<file path="src/rtl/ppu_pkg.sv">
// Types and constants shared by the entity table and the PPU.
// The PPU slices entity words with the same field positions.
package ppu_pkg;
  localparam int ENTITY_W   = 18;
  localparam int ID_MSB     = 17;
  localparam int ID_LSB     = 14;
  localparam int ORIENT_MSB = 13;
  localparam int ORIENT_LSB = 12;
  localparam int POS_X_MSB  = 11;
  localparam int POS_X_LSB  = 8;
  localparam int POS_Y_MSB  = 7;
  localparam int POS_Y_LSB  = 4;
  localparam int FLIP_BIT   = 3;
  localparam int COUNT_MSB  = 2;
  localparam int COUNT_LSB  = 0;

  // ID 4'hF marks an unused slot, orientation 2'b11.
  localparam logic [ENTITY_W-1:0] EMPTY_ENTITY = 18'h3F000;

  typedef enum logic [1:0] {
    OP_WRITE  = 2'b00,
    OP_CLEAR  = 2'b01,
    OP_MOVE   = 2'b10,
    OP_COMMIT = 2'b11
  } cmd_op_e;

  typedef enum logic {
    ST_IDLE    = 1'b0,
    ST_PENDING = 1'b1
  } state_e;
endpackage

</file>
<file path="src/rtl/entity_table_if.sv">
// Valid/ready command port from game logic into the entity table.
interface entity_table_if;
  import ppu_pkg::*;

  logic                cmd_valid;
  logic                cmd_ready;
  logic [1:0]          cmd_op;
  logic [3:0]          cmd_slot;
  logic [ENTITY_W-1:0] cmd_data;

  modport master (output cmd_valid, cmd_op, cmd_slot, cmd_data, input cmd_ready);
  modport slave  (input cmd_valid, cmd_op, cmd_slot, cmd_data, output cmd_ready);
endinterface

</file>
<file path="src/rtl/entity_table.sv">
// Double-buffered entity slots: commands edit a shadow bank, COMMIT copies it
// to the active bank (which drives the PPU) at the next frame boundary.
module entity_table
  import ppu_pkg::*;
#(
  parameter int NUM_SLOTS   = 15,
  parameter int VBLANK_LINE = 480
) (
  input  logic                          clk,
  input  logic                          reset,
  entity_table_if.slave                 cmd,
  input  logic [9:0]                    counter_V,
  output logic [NUM_SLOTS*ENTITY_W-1:0] entities_flat,
  output logic                          commit_pending,
  output logic                          cmd_err
);
  typedef logic [NUM_SLOTS-1:0][ENTITY_W-1:0] bank_t;

  localparam logic [3:0] LAST_SLOT = 4'(NUM_SLOTS - 1);
  localparam logic [9:0] BND_LINE  = 10'(VBLANK_LINE);

  bank_t      shadow_q, shadow_d;
  bank_t      active_q, active_d;
  state_e     state_q, state_d;
  logic [9:0] prev_v_q, prev_v_d;
  logic       err_q, err_d;
  logic       bnd, accept;

  // Rising edge of "counter_V at VBLANK_LINE": one cycle per frame.
  assign bnd    = (counter_V == BND_LINE) && (prev_v_q != BND_LINE);
  assign accept = cmd.cmd_valid && cmd.cmd_ready;

  assign cmd.cmd_ready  = reset && (state_q == ST_IDLE);
  assign commit_pending = reset && (state_q == ST_PENDING);
  assign cmd_err        = err_q;
  assign entities_flat  = active_q;

  always_comb begin
    shadow_d = shadow_q;
    active_d = active_q;
    state_d  = state_q;
    prev_v_d = counter_V;
    err_d    = 1'b0;

    if (accept) begin
      if (cmd_op_e'(cmd.cmd_op) == OP_COMMIT) begin
        state_d = ST_PENDING;
      end else if (cmd.cmd_slot > LAST_SLOT) begin
        err_d = 1'b1;
      end else begin
        case (cmd_op_e'(cmd.cmd_op))
          OP_WRITE: shadow_d[cmd.cmd_slot] = cmd.cmd_data;
          OP_CLEAR: shadow_d[cmd.cmd_slot] = EMPTY_ENTITY;
          OP_MOVE:  shadow_d[cmd.cmd_slot][POS_X_MSB:POS_Y_LSB] =
                      cmd.cmd_data[POS_X_MSB:POS_Y_LSB];
          OP_COMMIT: ;
        endcase
      end
    end

    // Only a commit already pending when bnd arrives uses that boundary.
    if (state_q == ST_PENDING && bnd) begin
      active_d = shadow_q;
      state_d  = ST_IDLE;
    end
  end

  always_ff @(posedge clk) begin
    if (!reset) begin
      shadow_q <= {NUM_SLOTS{EMPTY_ENTITY}};
      active_q <= {NUM_SLOTS{EMPTY_ENTITY}};
      state_q  <= ST_IDLE;
      prev_v_q <= '0;
      err_q    <= 1'b0;
    end else begin
      shadow_q <= shadow_d;
      active_q <= active_d;
      state_q  <= state_d;
      prev_v_q <= prev_v_d;
      err_q    <= err_d;
    end
  end
endmodule

</file>
<file path="src/flat_wrapper.sv">
// flat-port wrapper written by rule: the top's interface ports become plain ports
module entity_table_flat import ppu_pkg::*;
#(
  parameter int NUM_SLOTS   = 15,
  parameter int VBLANK_LINE = 480
)
  (clk, reset, counter_V, entities_flat, commit_pending, cmd_err, cmd_cmd_valid, cmd_cmd_op, cmd_cmd_slot, cmd_cmd_data, cmd_cmd_ready);
  entity_table_if cmd_i ();
  input  logic clk;
  input  logic reset;
  input  logic [9:0] counter_V;
  output logic [NUM_SLOTS*ENTITY_W-1:0] entities_flat;
  output logic commit_pending;
  output logic cmd_err;
  input wire logic [$bits(cmd_i.cmd_valid)-1:0] cmd_cmd_valid;
  input wire logic [$bits(cmd_i.cmd_op)-1:0] cmd_cmd_op;
  input wire logic [$bits(cmd_i.cmd_slot)-1:0] cmd_cmd_slot;
  input wire logic [$bits(cmd_i.cmd_data)-1:0] cmd_cmd_data;
  output wire logic [$bits(cmd_i.cmd_ready)-1:0] cmd_cmd_ready;
  assign cmd_i.cmd_valid = cmd_cmd_valid;
  assign cmd_i.cmd_op = cmd_cmd_op;
  assign cmd_i.cmd_slot = cmd_cmd_slot;
  assign cmd_i.cmd_data = cmd_cmd_data;
  assign cmd_cmd_ready = cmd_i.cmd_ready;
  entity_table #(.NUM_SLOTS(NUM_SLOTS), .VBLANK_LINE(VBLANK_LINE)) u_core (.clk(clk), .reset(reset), .cmd(cmd_i), .counter_V(counter_V), .entities_flat(entities_flat), .commit_pending(commit_pending), .cmd_err(cmd_err));
endmodule
</file>
<file path="config.mk">
export PLATFORM = sky130hd
export DESIGN_NAME = entity_table_flat
export DESIGN_NICKNAME = d
export VERILOG_FILES = /design/src/rtl/ppu_pkg.sv /design/src/rtl/entity_table_if.sv /design/src/rtl/entity_table.sv /design/src/flat_wrapper.sv
export SDC_FILE = /design/constraint.sdc
export NUM_CORES = 1
export LEC_CHECK = 0
export ABC_AREA = 1
export CAP_MARGIN = 0
export CORE_AREA = 2 2 226 228
export DETAILED_ROUTE_END_ITERATION = 16
export DIE_AREA = 0 0 228 230
export HOLD_SLACK_MARGIN = 0.1
export PLACE_DENSITY_LB_ADDON = 0.08
export SLEW_MARGIN = 20
export SYNTH_ARGS = -nofsm -noshare
export SYNTH_HDL_FRONTEND = slang
export SYNTH_SLANG_ARGS = --single-unit
</file>
<file path="constraint.sdc">
create_clock -name clk -period 3.4 [get_ports clk]
set_clock_uncertainty 0.1 [all_clocks]
set_input_delay 0.51 -clock clk [delete_from_list [all_inputs] [get_ports clk]]
set_output_delay 0.51 -clock clk [all_outputs]
set_load 0.01 [all_outputs]
</file>
==> Flow_metrics.wiki <==
{| class="wikitable"
! Metric !! Value
|-
| Share of power burned in registers || 0.478
|-
| Placeable core area || between 40000 and 50000 sq um
|-
| DRC || 0
|-
| Worst relative slew slack || 0.380
|-
| Sum of buffers and inverters on the critical path || 2
|-
| Synth warnings || 0
|-
| First-pass iteration count of the detailed router || 6
|-
| Overall overflow remaining after global route || 0
|-
| Total power per unit cell area || a little under 500 nW/um^2
|-
| Number of rows in the core area || 82
|-
| Leak pwr || between 10 and 15 nW
|-
| Cells along the critical path || nand2_1, inv_1, clkdlybuf4s50_1
|-
| Crit path to || commit_pending
|-
| Wire length per cell after detailed routing || 16.1 microns
|-
| Antenna violations before repair || 8
|-
| Layout Nets || between 3000 and 4000
|-
| Post-layout instance area || ~28000 sq um
|-
| Average size of a mapped cell || between 6 and 7 sq um
|-
| Endpoint of the worst register-to-register path || u_core.entities_flat[129]
|-
| Root Buffer || sky130_fd_sc_hd__clkbuf_16
|-
| # hold bufs at CTS || 0
|-
| Commonest cells after routing, fill and taps aside || sky130_fd_sc_hd__nand2_1, sky130_fd_sc_hd__nor2_1, sky130_fd_sc_hd__dfxtp_1
|-
| Netlist Area Pre-Place || 22200 sq um
|-
| Class of the tightest hold or removal check || input port to register
|-
| Result of the run || completed
|-
| Achievable Freq || between 300 and 400 MHz
|-
| Number of clock buffers inserted by TritonCTS || 58
|-
| GRT Total Usage || 0.253
|-
| Syn Nets || roughly 3300
|-
| Sequential fraction of the synthesis area || 0.497
|-
| Number of H-tree levels || 2
|-
| Maximum cell stage delay along the critical path || about 0.58 ns
|-
| Number of slew-limit violations in the final report || 0
|-
| Most common cell after layout, fill and taps aside || sky130_fd_sc_hd__nand2_1
|-
| Worst setup startpoint || u_core.state_q
|-
| Vias in the first global route || about 20000
|-
| Critical path's slowest cell || sky130_fd_sc_hd__clkdlybuf4s50_1
|-
| Clock edge transition at the registers on the reported setup and hold paths || 0.06 ns
|-
| Effective utilization at floorplan || 0.445
|-
| Share of cells above drive strength 1 || 0.0449
|-
| Clk sink count || about 550
|-
| Standard cell area after detailed placement || about 26000 sq um
|-
| Wire length of the first global-routing pass || 108000 microns
|-
| Path length in cells of the critical path || 3
|-
| Maximum number of pins on one net before global-route repair || about 190
|-
| Worst Tran Pin Value || ~0.93 ns
|-
| Final GP Congestion || just over 0.9
|-
| I/O pins || a little over 300
|-
| Sort of element at the start of the critical path || register
|-
| PortBufs || about 300
|-
| Unique masters post-synth || 19
|-
| Maximum root-to-sink buffer count || 3
|-
| Peak supply drop || ~0.4 mV
|-
| Sum of negative setup slack || 0 ns
|-
| Post-CTS setup repair buffer count || 0
|-
| Detail Route Antenna Nets || 0
|-
| Logic pwr share || 0.065
|-
| Via-per-instance ratio || ~5.0
|-
| Area growth, synth to finish || 25.1%
|-
| DRT iter0 DRCs || about 1700
|-
| Kind of cell with the highest combined delay on the critical path || buffers and inverters
|-
| CTS resizes || 0
|-
| Height of the die || 230 microns
|-
| Net Sw Power || between 3 and 4 mW
|-
| Flip-flop and latch count after synthesis || between 500 and 600
|-
| Final setup vio count || 0
|-
| Number of cell instances on the worst register-to-register path || 9
|-
| Critical Path AT || a little over 2 ns
|-
| # Max-Cap Violations || 0
|-
| Origin of the critical flop-to-flop path || u_core.prev_v_q[9]
|-
| Dpl hpwl || between 40000 and 50000 microns
|-
| Share of the clock period used by the worst path || 0.776
|-
| Time the worst path needs with I/O delays and setup || 2.64 ns
|-
| Total of fill cells in the finished design || about 5000
|-
| Internal power || 10.6 mW
|-
| Crit Path Class || register to output port
|-
| Data required time at the worst endpoint || around 2.8 ns
|-
| Switching Share || 0.235
|-
| RSZ-0062 raised after global routing || no
|-
| Reg-to-reg setup timing slack || roughly 0.79 ns
|-
| Number of cells produced by synthesis || about 3300
|-
| Clock power share || 0.458
|-
| Endpoint kind of the worst setup timing path || output port
|-
| Maximum fanout along the worst path || 4
|-
| Clock latency on the worst-skew pair || just over 0.6 ns
|-
| Total count of hold-check failures in the final report || 0
|-
| TritonCTS clock tree || yes
|-
| Final WL || 68200 microns
|-
| Width of the die || 228 microns
|-
| Die area || around 52000 sq um
|-
| Via count || 21100
|}
==> per-stage QoR <==
step | cells | util | hold WS [ns] | power [mW] | setup slack (ns)
floorplan | 3290 | - | 0.319 | 7.29 | 1.26
global placement | 4135 | 0.519 | 0.333 | 7.60 | 0.481
detailed placement | 4135 | 0.519 | 0.341 | 7.62 | 0.337
CTS | 4234 | 0.557 | 0.134 | 13.9 | 0.525
global route | 4234 | 0.557 | 0.160 | 14.3 | 0.595
finish | 4236 | 0.557 | 0.174 | 13.8 | 0.761
==> metal layers <==
| layer | part of all wire | wire (microns) | up-vias | GRT usage |
|---|---|---|---|---|
| li1 | - | - | 10600 | - |
| met5 | 0.0012 | 80 | - | 0 |
| met3 | 0.065 | 4470 | 116 | 0.0500 |
| met1 | 0.47 | 32100 | 9799 | 0.352 |
| met2 | 0.44 | 29900 | 625 | 0.398 |
| met4 | 0.023 | 1590 | 12 | 0.0776 |
==> area by class of cell <==
cell class,instances,area [sq um],share of cell area
diodes,2,5.00,0.000180
clock buffers,85,1680,0.0606
clock inverters,14,203,0.00729
inverters,262,983,0.0354
multi-input cells,2281,9400,0.338
flip-flops and latches,552,11100,0.398
well taps,672,841,0.0303
repair buffers,368,3620,0.130
==> synth_stat cells <==
cell type,instances,area share
sky130_fd_sc_hd__nand4_1,4,0.0011
sky130_fd_sc_hd__nor2_1,683,0.12
sky130_fd_sc_hd__inv_1,260,0.044
sky130_fd_sc_hd__nand2_2,2,0.00056
sky130_fd_sc_hd__nor2_2,7,0.0020
sky130_fd_sc_hd__dfxtp_1,552,0.50
sky130_fd_sc_hd__a21oi_2,1,0.00039
sky130_fd_sc_hd__o21ai_0,93,0.021
sky130_fd_sc_hd__clkbuf_1,125,0.021
sky130_fd_sc_hd__a21oi_1,53,0.012
sky130_fd_sc_hd__inv_2,2,0.00034
sky130_fd_sc_hd__nand2_1,994,0.17
sky130_fd_sc_hd__buf_1,10,0.0017
sky130_fd_sc_hd__buf_4,2,0.00068
sky130_fd_sc_hd__nor2_4,1,0.00051
sky130_fd_sc_hd__buf_2,58,0.013
sky130_fd_sc_hd__nand3_1,438,0.099
sky130_fd_sc_hd__o21ai_1,2,0.00045
sky130_fd_sc_hd__ha_1,3,0.0017
==> worst register-to-register path: stages, from the launching register on <==
cell	delay [ns]
sky130_fd_sc_hd__dfxtp_1	0.31
sky130_fd_sc_hd__inv_1	0.05
sky130_fd_sc_hd__nand2_1	0.05
sky130_fd_sc_hd__nor2_1	0.06
sky130_fd_sc_hd__nand3_4	0.09
sky130_fd_sc_hd__buf_4	0.56
sky130_fd_sc_hd__buf_6	0.74
sky130_fd_sc_hd__nand3_1	0.38
sky130_fd_sc_hd__nand2_1	0.12
sky130_fd_sc_hd__nor2_1	0.05
==> cell families (layout without fill, tap and decap cells) <==
kind of cell | count (synthesis) | count (layout) | synth area share
AOI/OAI and AO/OA | 149 | 149 | 0.0337
adders and majority gates | 3 | 3 | 0.00169
buffers and inverters | 457 | 729 | 0.0808
DFF | 552 | 552 | 0.497
other | 0 | 2 | 0
and+or+nand+nor | 2129 | 2129 | 0.386
==> power groups by stage <==
| stage | clock, mW | sequential [mW] | combinational [mW] |
|---|---|---|---|
| 6_report | 6.33 | 6.60 | 0.893 |
| 5_1_grt | 6.71 | 6.60 | 0.987 |
| 4_1_cts | 6.45 | 6.60 | 0.883 |
| 3_5_place_dp | 0 | 6.74 | 0.879 |
| 3_3_place_gp | 0 | 6.74 | 0.862 |
| 2_1_floorplan | 0 | 6.72 | 0.566 |
==> worst min path at each step <==
| stage | slack, ns | startpoint | end | cells after the start |
|---|---|---|---|---|
| floorplan | 0.32 | register | register | 2 |
| global placement | 0.33 | register | register | 2 |
| detailed placement | 0.34 | register | register | 2 |
| CTS | 0.13 | reset | u_core.shadow_q[80] | 3 |
| global route | 0.16 | reset | u_core.shadow_q[80] | 3 |
| finish | 0.17 | reset | u_core.shadow_q[80] | 3 |
Note: power is estimated with default switching activity, not from simulation.
